`src/rtl/char_ram_write_ctrl_pkg.sv`:
```
// rtl/char_ram_write_ctrl_pkg.sv - shared char display defaults, FSM states and address packing
package char_ram_write_ctrl_pkg;

  localparam int          DEF_LINE_CHAR_NUM = 56;
  localparam int          DEF_LINE_NUM      = 33;
  localparam logic [7:0]  DEF_FILL_CHAR     = 8'h20;

  typedef enum logic {
    ST_IDLE  = 1'b0,
    ST_CLEAR = 1'b1
  } state_t;

  function automatic logic [13:0] pack_addr(input logic [6:0] line, input logic [6:0] column);
    return {line, column};
  endfunction

endpackage

```
`src/rtl/char_rr_arb2.sv`:
```
// rtl/char_rr_arb2.sv - two-way round-robin arbiter; pointer moves only when a grant is consumed
module char_rr_arb2 (
  input  logic i_clk,
  input  logic i_rst_n,
  input  logic i_valid0,
  input  logic i_valid1,
  input  logic i_advance,
  output logic o_grant0,
  output logic o_grant1
);

  logic r_prefer1;

  assign o_grant0 = i_valid0 & (~i_valid1 | ~r_prefer1);
  assign o_grant1 = i_valid1 & (~i_valid0 |  r_prefer1);

  always_ff @(posedge i_clk or negedge i_rst_n) begin
    if (!i_rst_n) begin
      r_prefer1 <= 1'b0;
    end else if (i_advance) begin
      r_prefer1 <= o_grant0;
    end
  end

endmodule

```
`src/rtl/char_ram_write_ctrl.sv`:
```
// rtl/char_ram_write_ctrl.sv - char RAM write port: round-robin requesters plus full-screen clear sweep
module char_ram_write_ctrl
  import char_ram_write_ctrl_pkg::*;
#(
  parameter int         LINE_CHAR_NUM = DEF_LINE_CHAR_NUM,
  parameter int         LINE_NUM      = DEF_LINE_NUM,
  parameter logic [7:0] FILL_CHAR     = DEF_FILL_CHAR
) (
  input  logic        pixel_clock,
  input  logic        reset,
  input  logic        wr_allow,
  input  logic        clear_req,
  output logic        clear_busy,
  input  logic        req0_valid,
  output logic        req0_ready,
  input  logic [6:0]  req0_line,
  input  logic [6:0]  req0_column,
  input  logic [7:0]  req0_char,
  input  logic        req1_valid,
  output logic        req1_ready,
  input  logic [6:0]  req1_line,
  input  logic [6:0]  req1_column,
  input  logic [7:0]  req1_char,
  output logic        wr_en,
  output logic [13:0] wr_addr,
  output logic [7:0]  wr_data,
  output logic        err_range
);

  localparam logic [6:0] LAST_COL  = 7'(LINE_CHAR_NUM - 1);
  localparam logic [6:0] LAST_LINE = 7'(LINE_NUM - 1);

  state_t      r_state;
  logic [6:0]  r_line;
  logic [6:0]  r_col;
  logic        r_wr_en;
  logic [13:0] r_wr_addr;
  logic [7:0]  r_wr_data;
  logic        r_busy;
  logic        r_err;

  logic        w_grant0;
  logic        w_grant1;
  logic        w_slot_ok;
  logic        w_accept;
  logic [6:0]  w_sel_line;
  logic [6:0]  w_sel_col;
  logic [7:0]  w_sel_char;
  logic        w_in_range;

  // A pending clear request steals the slot from both requesters.
  assign w_slot_ok  = (r_state == ST_IDLE) & ~clear_req & wr_allow;
  assign req0_ready = w_slot_ok & w_grant0;
  assign req1_ready = w_slot_ok & w_grant1;
  assign w_accept   = req0_ready | req1_ready;

  assign w_sel_line = req1_ready ? req1_line   : req0_line;
  assign w_sel_col  = req1_ready ? req1_column : req0_column;
  assign w_sel_char = req1_ready ? req1_char   : req0_char;
  assign w_in_range = (w_sel_line < 7'(LINE_NUM)) & (w_sel_col < 7'(LINE_CHAR_NUM));

  char_rr_arb2 u_arb (
    .i_clk     (pixel_clock),
    .i_rst_n   (reset),
    .i_valid0  (req0_valid),
    .i_valid1  (req1_valid),
    .i_advance (w_accept),
    .o_grant0  (w_grant0),
    .o_grant1  (w_grant1)
  );

  always_ff @(posedge pixel_clock or negedge reset) begin
    if (!reset) begin
      r_state   <= ST_IDLE;
      r_line    <= 7'd0;
      r_col     <= 7'd0;
      r_wr_en   <= 1'b0;
      r_wr_addr <= 14'd0;
      r_wr_data <= 8'd0;
      r_busy    <= 1'b0;
      r_err     <= 1'b0;
    end else begin
      r_wr_en <= 1'b0;
      r_err   <= 1'b0;
      case (r_state)
        ST_IDLE: begin
          if (clear_req) begin
            r_state <= ST_CLEAR;
            r_busy  <= 1'b1;
            r_line  <= 7'd0;
            r_col   <= 7'd0;
          end else if (w_accept) begin
            if (w_in_range) begin
              r_wr_en   <= 1'b1;
              r_wr_addr <= pack_addr(w_sel_line, w_sel_col);
              r_wr_data <= w_sel_char;
            end else begin
              r_err <= 1'b1;
            end
          end
        end
        ST_CLEAR: begin
          // Without a write slot the sweep simply holds its position.
          if (wr_allow) begin
            r_wr_en   <= 1'b1;
            r_wr_addr <= pack_addr(r_line, r_col);
            r_wr_data <= FILL_CHAR;
            if (r_col == LAST_COL) begin
              r_col <= 7'd0;
              if (r_line == LAST_LINE) begin
                r_line  <= 7'd0;
                r_state <= ST_IDLE;
                r_busy  <= 1'b0;
              end else begin
                r_line <= r_line + 7'd1;
              end
            end else begin
              r_col <= r_col + 7'd1;
            end
          end
        end
        default: r_state <= ST_IDLE;
      endcase
    end
  end

  assign wr_en      = r_wr_en;
  assign wr_addr    = r_wr_addr;
  assign wr_data    = r_wr_data;
  assign clear_busy = r_busy;
  assign err_range  = r_err;

endmodule
```
`config.mk`:
```
export PLATFORM = sky130hd
export DESIGN_NAME = char_ram_write_ctrl
export DESIGN_NICKNAME = d
export VERILOG_FILES = /design/src/rtl/char_ram_write_ctrl_pkg.sv /design/src/rtl/char_rr_arb2.sv /design/src/rtl/char_ram_write_ctrl.sv
export SDC_FILE = /design/constraint.sdc
export NUM_CORES = 1
export LEC_CHECK = 0
export ABC_CLOCK_PERIOD_IN_PS = 2200
export BUFFER_PORTS_ARGS = -buffer_cell sky130_fd_sc_hd__buf_2
export CORE_AREA = 5 5 85 87
export CTS_CLUSTER_DIAMETER = 120
export DETAILED_ROUTE_END_ITERATION = 16
export DIE_AREA = 0 0 90 92
export GPL_TIMING_DRIVEN = 0
export PLACE_DENSITY = 0.62
export SYNTH_ARGS = -nofsm -noshare
export SYNTH_HDL_FRONTEND = slang
export SYNTH_HIERARCHICAL = 1
export SYNTH_SLANG_ARGS = --single-unit
```
`constraint.sdc`:
```
create_clock -name pixel_clock -period 2.2 [get_ports pixel_clock]
set_input_delay 0.11 -clock pixel_clock [delete_from_list [all_inputs] [get_ports pixel_clock]]
set_output_delay 0.11 -clock pixel_clock [all_outputs]
set_load 0.005 [all_outputs]
```
Word-level counts from Yosys, hierarchy flattened
Cells that the tools add are included.

storage, ports and cells
  bits in registers = 41
  output and inout port bits = 27

operators by class
  add/subtract/negate cells = 2
  $lt $le $gt $ge = 2
  eq/ne operators = 9
  multiplexer cells = 40
  bitwise operators = 15
  reduce and logical (&&, ||, !) cells = 4

operators by type and width
  kind                 number
  $mux 14              4
  $mux 7               8
  $mux 8               5
  $pmux 14 s2          1
  $pmux 7 s2           2
  $mux 1               16
  $pmux 8 s2           1
  $add 7x1->7 const B  2
  $eq 7x6->1 const B   2
  $lt 7x6->1 const B   2
  $ne 2x2->1 const B   4
  $reduce_and 4->1     2
  $and 1x1->1          7
  $ne 2x1->1 const B   3
  $pmux 1 s2           3
  $not 1->1            5
  $or 1x1->1           3
  $reduce_and 3->1     1
  $reduce_and 2->1     1

Depth between registers and ports, before layout
Gate-level depths: netlist (run 1).

  depth after elaboration = 11
  depth in mapped cells = 10
  depth with buffers taken out = 7

By module
The synthesis (run 1) kept the hierarchy.

by module, submodules not included
  module               times used  cells an instance  area an instance (um^2)  sequential area each (um^2)
  char_ram_write_ctrl  1           235                2403.6                   1001.0
  char_rr_arb2         1           5                  62.6                     25.0

Least setup slack after synthesis (run 1)
OpenSTA, ideal clock, no wires.

  path type = flip-flop to flip-flop
  start = reg u_arb.r_prefer1
  end = reg r_wr_addr[0], in the netlist wr_addr[0]
  library setup time = 0.125 ns
  arrival = 1.935 ns
  path slack = 0.140 ns
  cell stages (with the launch flop) = 11
  path buffers = 3
  period minus slack after synthesis = 2.060 ns
  path through = dfrtp_1 > inv_1 > a21boi_0 > nand2_1 > nor3_1 > buf_2 > nand3_1 > and3_4 > buf_6 > buf_8 > mux2_4

on the way
  cells in the longest elaborated chain, start to end = 8

ends and longest elaborated chain
  item                                                       RTL line                                              source
  from (decl)                                                char_rr_arb2.sv:12                                    logic r_prefer1;
  from (signal assigned)                                     char_rr_arb2.sv:21                                    r_prefer1 <= o_grant0;
  $or 1x1->1 *                                               char_rr_arb2.sv:15                                    assign o_grant1 = i_valid1 & (~i_valid0 | r_prefer1);
  $and 1x1->1 *                                              char_rr_arb2.sv:15
  net w_grant1                                               char_ram_write_ctrl.sv:43                             logic w_grant1;
  $and 1x1->1 *                                              char_ram_write_ctrl.sv:54                             assign req1_ready = w_slot_ok & w_grant1;
  $mux 7, on equally long branches                           char_ram_write_ctrl.sv:57, char_ram_write_ctrl.sv:58
  $lt 7x6->1 or $mux 14 (tied branches)                      char_ram_write_ctrl.sv:60, char_ram_write_ctrl.sv:93
  $and 1x1->1 or $mux 14 (tied branches)                     char_ram_write_ctrl.sv:60, char_ram_write_ctrl.sv:92
  $ne 2x2->1 (no line) or $mux 14 (tied branches)            n/a
  $reduce_and 4->1 (no line) or $pmux 14 s2 (tied branches)  n/a
  to (signal assigned)                                       char_ram_write_ctrl.sv:95                             r_wr_addr <= pack_addr(w_sel_line, w_sel_col);
  to (signal assigned)                                       char_ram_write_ctrl.sv:106                            r_wr_addr <= pack_addr(r_line, r_col);
  to (decl)                                                  char_ram_write_ctrl.sv:37                             logic [13:0] r_wr_addr;

Mark *: on every way through the listed nets, which the timed path passes. The rest lies on a longest branch. The select of a mux whose other input is x is not followed.
A chain may end at the register's enable or synchronous reset.

Final worst setup path (run 1)
  start = reg u_arb.r_prefer1
  end = reg r_wr_addr[9], in the netlist wr_addr[9]

Same word-level chain as after synthesis.

==> metrics.md, run 1 <==
| Metric | Value |
|---|---|
| Outcome | completed |
| Hold Path Class | in2reg |
| Initial core utilization | 0.3929 |
| Final setup viols | 0 |
| WHS Endpoint | wr_data[5] |
| Post-DP HPWL | 4874 µm |
| GRT overflow | 0 |
| Worst Tran Pin Value | 933.6 ps |
| Period utilization | 0.9498 |
| Synthesis-stage register bit count | 41 |
| Die Width | 90 µm |
| Logic gate share of total power | 0.253 |
| Total core area | 6277 µm² |
| LEAKAGE | 1.473 nW |
| Reg clk slew, reported paths | 80 ps |
| Die area | 8280 µm² |
| Worst R2R End | wr_addr[9] |
| Multiplexer share of the synthesized area | 0.1811 |
| Synth Area in Simple Gates | 0.1999 |
| Max Clk Rate | 478.6 MHz |
| Syn avg cell area | 10.28 µm² |
| Fin nets | 381 |
| Fillers | 610 |
| DR pass1 iterations | 4 |
| Vias in the first global route | 2204 |
| Share of cells above drive strength 1 | 0.3526 |
| Net count after synthesis | 293 |
| Wire length per cell | 16.18 µm |
| PnR worst setup slack | 110.4 ps |
| Cell variety after synth | 44 |
| Worst clock skew | 2.324 ps |
| Reg-to-reg startpoint | u_arb/r_prefer1 |
| Dpl ws | -226.9 ps |
| DP Area | 2943 µm² |
| Flop-to-flop setup slack | 110 ps |
| # diodes | 0 |
| Design area | 3154 µm² |
| Int Power | 0.001574 W |
| Overall power | 0.002256 W |
| Max Transition Viols Final | 0 |
| Remaining DRCs | 0 |
| Layout area overhead | 27.90% |
| Clock share of power | 0.281 |
| Largest family of logic cells by synthesized area | simple AND/OR/NAND/NOR gates |
| Crit Path Category | reg2reg |
| Total CTS buffers | 5 |
| First-pass GRT wire length | 10860 µm |
| Synth Area in Compound Gates | 0.1152 |
| Total vias in the final route | 2151 |
| Flop pwr share | 0.466 |
| Final Hold Vio Count | 0 |
| Largest net degree at the start of global routing | 42 |
| Hold Path Cell Cnt | 3 |
| CTS tree | done |
| Clk root buf | clkbuf_8 |
| Warnings from Yosys | 6 |
| Peak VDD IR | 0.4016 mV |
| Routed Antenna Nets | 0 |
| Die height | 92 µm |
| Initial antenna violation count | 0 |
| PwrDens | 715.1 nW/µm² |
| WP data arrival | 2270 ps |
| Adder-Cell Fraction of Synth Area | 0.01522 |
| Max Cap Violations | 0 |
| Post-synthesis xor/xnor area fraction | 0.03196 |
| Post-Synthesis Cells | 240 |
| HP Start | req0_char[5] |
| Async SR Flop Fraction | 1.000 |
| Worst hold slack | 153.0 ps |
| R2R cell count | 10 |
| RSZ-0062 raised after global routing | no |
| Vias per std cell | 5.298 |
| P_sw | 0.0006818 W |
| Setup crit end kind | register |
| GRT Overall Usage | 0.1582 |
| Sequential element share of the synthesized area | 0.4160 |
| Switching Fraction | 0.3023 |
| Ys flop type | dfrtp_1 |
| Clock Tree Buf Depth | 2 |
| Crit path required time | 2380 ps |
| Max transition margin | 0.3776 |
| Port buffer count | 76 |
| CTS H-tree lvls | 2 |
| Cell row count | 29 |
| I/O pin cnt | 77 |
| Number of DRC markers in iteration 0 | 82 |
| Worst-Skew Late Latency | 290 ps |
| Final WL | 6570 µm |
| Synthesized cell area | 2466 µm² |
| Number of flops mapped to enable cells by yosys | 0 |
| CP startpoint kind | register |
| Min Clock Period, post-route | 2090 ps |
| Final Wtd Congestion | 0.8116 |
| Max FO, Critical Path | 10 |
| CTS sink cnt | 41 |
[synth_stat cells (all sizes together) (2+ instances only)]
| cell type | instances | share of area |
|---|---|---|
| mux2i | 24 | 0.097 |
| a21oi | 5 | 0.010 |
| nor3 | 3 | 0.0081 |
| nor2 | 9 | 0.014 |
| nand3 | 9 | 0.018 |
| or4 | 2 | 0.0076 |
| a21boi | 2 | 0.0076 |
| nor3b | 4 | 0.012 |
| nand4 | 4 | 0.010 |
| and3 | 2 | 0.0071 |
| dfrtp | 41 | 0.42 |
| a31oi | 2 | 0.0051 |
| nand2 | 25 | 0.038 |
| ha | 3 | 0.015 |
| or2 | 2 | 0.0051 |
| xnor2 | 5 | 0.018 |
| inv | 6 | 0.0091 |
| clkbuf | 10 | 0.015 |
| mux2 | 15 | 0.084 |
| o311ai | 7 | 0.025 |
| nor2b | 2 | 0.0051 |
| and2 | 3 | 0.0076 |
| xor2 | 4 | 0.014 |
| buf | 5 | 0.016 |
| o21ai | 21 | 0.043 |
| nand2b | 10 | 0.025 |
| nand4b | 8 | 0.034 |
[worst max-delay path by stage]
| stage | from | to | slack (ps) | depth (start not counted) |
|---|---|---|---|---|
| finish | u_arb/r_prefer1 | wr_addr[9] | 110 | 10 |
| global route | u_arb/r_prefer1 | wr_addr[12] | 7 | 10 |
| CTS | u_arb/r_prefer1 | wr_addr[11] | 5 | 8 |
| detailed placement | u_arb/r_prefer1 | wr_addr[11] | -230 | 10 |
| global placement | u_arb/r_prefer1 | wr_addr[12] | -260 | 10 |
| floorplan | u_arb/r_prefer1 | wr_addr[0] | 140 | 10 |
[cell families (layout without fill, tap and decap cells)]
logic type                 count (synthesis)  count (layout)
and+or+nand+nor                           85              85
AOI/OAI and AO/OA                         42              42
DFF                                       41              41
muxes                                     39              39
buffers and inverters                     21             110
xor gates and xnor gates                   9               9
adders and majority gates                  3               3
[through the flow]
stage	utilization	setup TNS, ps	std cells
6_report	0.5025	0	406
5_1_grt	0.5025	0	406
4_1_cts	0.4949	0	404
2_1_floorplan	-	0	240
3_3_place_gp	0.4688	-4014	393
3_5_place_dp	0.4688	-3574	393
[layer usage]
| metal | global-route usage | up-vias | routed length (µm) |
|---|---|---|---|
| met4 | 0.04094 | 0 | 72 |
| li1 | - | 1044 | - |
| met2 | 0.2677 | 55 | 3209 |
| met1 | 0.2077 | 1044 | 3003 |
| met3 | 0.03110 | 8 | 284 |
| met5 | 0 | - | 0 |
[cells in the final DEF (no fill, tap or decap), drive strengths merged, types with 3 or more instances in the layout]
cell type	n
buf	83
dfrtp	41
nand2	25
mux2i	24
o21ai	21
clkbuf	19
mux2	15
nand2b	10
nor2	9
nand3	9
nand4b	8
o311ai	7
inv	6
xnor2	5
a21oi	5
nand4	4
nor3b	4
xor2	4
and2	3
ha	3
nor3	3
[area by class of cell]
| type | count | area [µm²] | area share |
|---|---|---|---|
| sequential | 41 | 1026 | 0.3253 |
| clock buffer | 7 | 86.33 | 0.02737 |
| tap | 77 | 96.34 | 0.03054 |
| inverter | 6 | 22.52 | 0.007140 |
| clock inverter | 1 | 30.03 | 0.009520 |
| buffer | 15 | 86.33 | 0.02737 |
| multi-input combinational | 178 | 1386 | 0.4395 |
| timing repair buffer | 81 | 420.4 | 0.1333 |
[critical path: stages (launching register included)]
cell,delay [ps]
dfrtp_1,380
inv_1,40
a21boi_0,140
nand2_1,90
nor3_2,120
buf_4,190
nand4b_4,200
and3_4,200
buf_6,130
buf_8,170
mux2_4,300
[sequential cells by signal, summed over array words and instances (netlist names)]
signal	flops
clear_busy	1
err_range	1
r_col	7
r_line	7
r_state	1
u_arb/r_prefer1	1
wr_addr	14
wr_data	8
wr_en	1
[power groups by stage]
stage,Sequential (W),Combinational [W],Clock (W)
finish,0.00105,0.000570,0.000634
floorplan,0.00103,0.000339,0
global placement,0.00106,0.000544,0
detailed placement,0.00106,0.000560,0
global route,0.00107,0.000649,0.000688
CTS,0.00105,0.000567,0.000648
[timing repair]
item                                    in CTS  in global routing
gates resized for setup                      4                 10
endpoints found under the setup margin      33                 21
setup buffers                                2                  2
pin swaps                                    0                  0
endpoints found under the hold margin       41                  0
hold buffers                                 1                  0
No activity file was read; power rests on OpenSTA's default activity.
==> inputs of run 2 (changes only) <==
Settings changed: ABC_CLOCK_PERIOD_IN_PS 2200 to 2600.
Clock period 2.2 ns to 2.6 ns, I/O delays scaled along.
==> run 2 against run 1 <==
The flow now finishes with violations (hold timing). Count of clock-buffer cells in the layout stayed put. Flip-flop and latch count is the same. Sequential share of layout area up 0.87 points. Register-to-register slack gained 200 ps. Combinational power decreased by 17%. Core utilization decreased by 1.3 points. Setup slack gained 200 ps. Clock power down 15%. Cell count down 1.2%. Non-clock buffer count decreased by 5. Wire length fell by 1.4%. Die area unchanged. Critical endpoint unchanged.
==> metrics.md, run 2 (synthesized netlist as in run 1, its figures left out) <==
| Metric | Value |
|---|---|
| GRT Overall Usage | 0.1573 |
| Max Cap Violations | 0 |
| Design area | 3072 µm² |
| Overall power | 0.001896 W |
| I/O pin cnt | 77 |
| CP Depth | 10 |
| Max Clk Rate | 436.5 MHz |
| Clk root buf | clkbuf_8 |
| Post-DP HPWL | 4874 µm |
| Flop-to-flop setup slack | 310 ps |
| Worst-Skew Late Latency | 290 ps |
| Switching Fraction | 0.2982 |
| CTS tree | done |
| Vias in the first global route | 2160 |
| R2R cell count | 10 |
| Slowest stage delay, CP | 380 ps |
| Remaining DRCs | 0 |
| Worst R2R End | wr_addr[9] |
| Clock Tree Buf Depth | 2 |
| Period utilization | 0.8812 |
| Crit-path leading delay family | simple AND/OR/NAND/NOR gates |
| Fin nets | 376 |
| Total vias in the final route | 2110 |
| Flop pwr share | 0.467 |
| Vias per std cell | 5.262 |
| Worst clock skew | 3.686 ps |
| Share of cells above drive strength 1 | 0.3302 |
| Failing checks | hold timing |
| Fin util | 0.4893 |
| Worst Setup EP | wr_addr[9] |
| Crit Path Category | reg2reg |
| Layout area overhead | 24.56% |
| CTS H-tree lvls | 2 |
| Min Clock Period, post-route | 2291 ps |
| Cell row count | 29 |
| Total CTS buffers | 5 |
| Setup TNS | 0 ps |
| Worst Tran Pin Value | 933.9 ps |
| Wire length per cell | 16.16 µm |
| LEAKAGE | 1.425 nW |
| WP data arrival | 2470 ps |
| Peak VDD IR | 0.3411 mV |
| Final Wtd Congestion | 0.8116 |
| Number of DRC markers in iteration 0 | 97 |
| Reg-to-reg startpoint | u_arb/r_prefer1 |
| Most frequent cells in the layout | buf_2 (78), dfrtp_1 (41), nand2_1 (25) |
| Port buffer count | 76 |
| Int Power | 0.001330 W |
| Crit path launch | u_arb/r_prefer1 |
| Initial antenna violation count | 0 |
| Die area | 8280 µm² |
| Commonest non-fill, non-tap cell in the layout | buf_2 |
| Max transition margin | 0.3774 |
| Final Hold Vio Count | 41 |
| Clock share of power | 0.283 |
| PwrDens | 617.1 nW/µm² |
| Final setup viols | 0 |
| Largest net degree at the start of global routing | 42 |
| Setup crit end kind | register |
| Worst hold slack | -25.34 ps |
| Reg clk slew, reported paths | 80 ps |
| Routed Antenna Nets | 0 |
| Largest register FFs | 14 |
| P_sw | 0.0005652 W |
| First-pass GRT wire length | 10760 µm |
| Hold Path Class | in2async |
| RSZ-0062 raised after global routing | no |
| Crit path buf inv count | 4 |
| Max Transition Viols Final | 0 |
| Worst path slowest cell | dfrtp_1 |
| CTS sink cnt | 41 |
| Logic gate share of total power | 0.250 |
| Crit-path cells | inv_1 -> a21boi_0 -> nand2_1 -> nor3_1 -> buf_2 -> nand3_2 -> and3_4 -> buf_6 -> buf_8 -> mux2_4 |
| Initial core utilization | 0.3929 |
| Outcome | finished with violations |
| Crit path required time | 2780 ps |
| Die Width | 90 µm |
| Max FO, Critical Path | 10 |
| DR pass1 iterations | 4 |
| Die height | 92 µm |
| # diodes | 0 |
| Final WL | 6481 µm |
| DP Area | 2943 µm² |
| CP startpoint kind | register |
| Total core area | 6277 µm² |
| Setup Fix Bufs, Post-CTS | 0 |
| GRT overflow | 0 |
-- run 2: repair_timing --
| action | in CTS | in global routing |
|---|---|---|
| endpoints found under the setup margin | 0 | 8 |
| gates resized for setup | 0 | 2 |
| hold buffers | 0 | 0 |
-- run 2: power by group through the flow --
stage	clock, W	sequential (W)	combinational (W)
6_report	0.000536	0.000886	0.000474
5_1_grt	0.000583	0.000904	0.000538
4_1_cts	0.000548	0.000883	0.000475
3_5_place_dp	0	0.000896	0.000474
3_3_place_gp	0	0.000893	0.000461
2_1_floorplan	0	0.000872	0.000287
-- run 2: layer usage --
metal / track usage / vias to the layer above / wire, µm
met5: 0 / - / 0
met1: 0.2087 / 1025 / 3032
li1: - / 1032 / -
met2: 0.2634 / 47 / 3091
met4: 0.04094 / 0 / 74
met3: 0.03110 / 6 / 282
-- run 2: stage by stage --
step	instances	worst slack (ps)	hold slack [ps]
global placement	393	136.1	330.3
detailed placement	393	173.1	333.8
CTS	401	150.9	10.49
finish	401	308.9	-25.34
floorplan	240	539.9	-165.6
global route	401	179.3	61.20
-- run 2: area by class of cell --
class / instances / area (µm²)
Multi-Input combinational cell: 178 / 1353
Inverter: 6 / 22.52
Clock buffer: 7 / 86.33
Sequential cell: 41 / 1026
Clock inverter: 1 / 30.03
Fill cell: 611 / 3206
Tap cell: 77 / 96.34
Timing Repair Buffer: 76 / 380.4
Buffer: 15 / 77.57
-- run 2: worst min-delay path by stage --
| stage | start | end | slack (ps) | depth (start not counted) |
|---|---|---|---|---|
| after global placement | reset | wr_addr[12] | 330 | 1 |
| after global routing | reset | wr_en | 60 | 1 |
| after floorplan | reset | clear_busy | -170 | 0 |
| final | reset | r_line[5] | -30 | 1 |
| after detailed placement | reset | r_line[5] | 330 | 1 |
| after CTS | reset | r_line[5] | 10 | 1 |
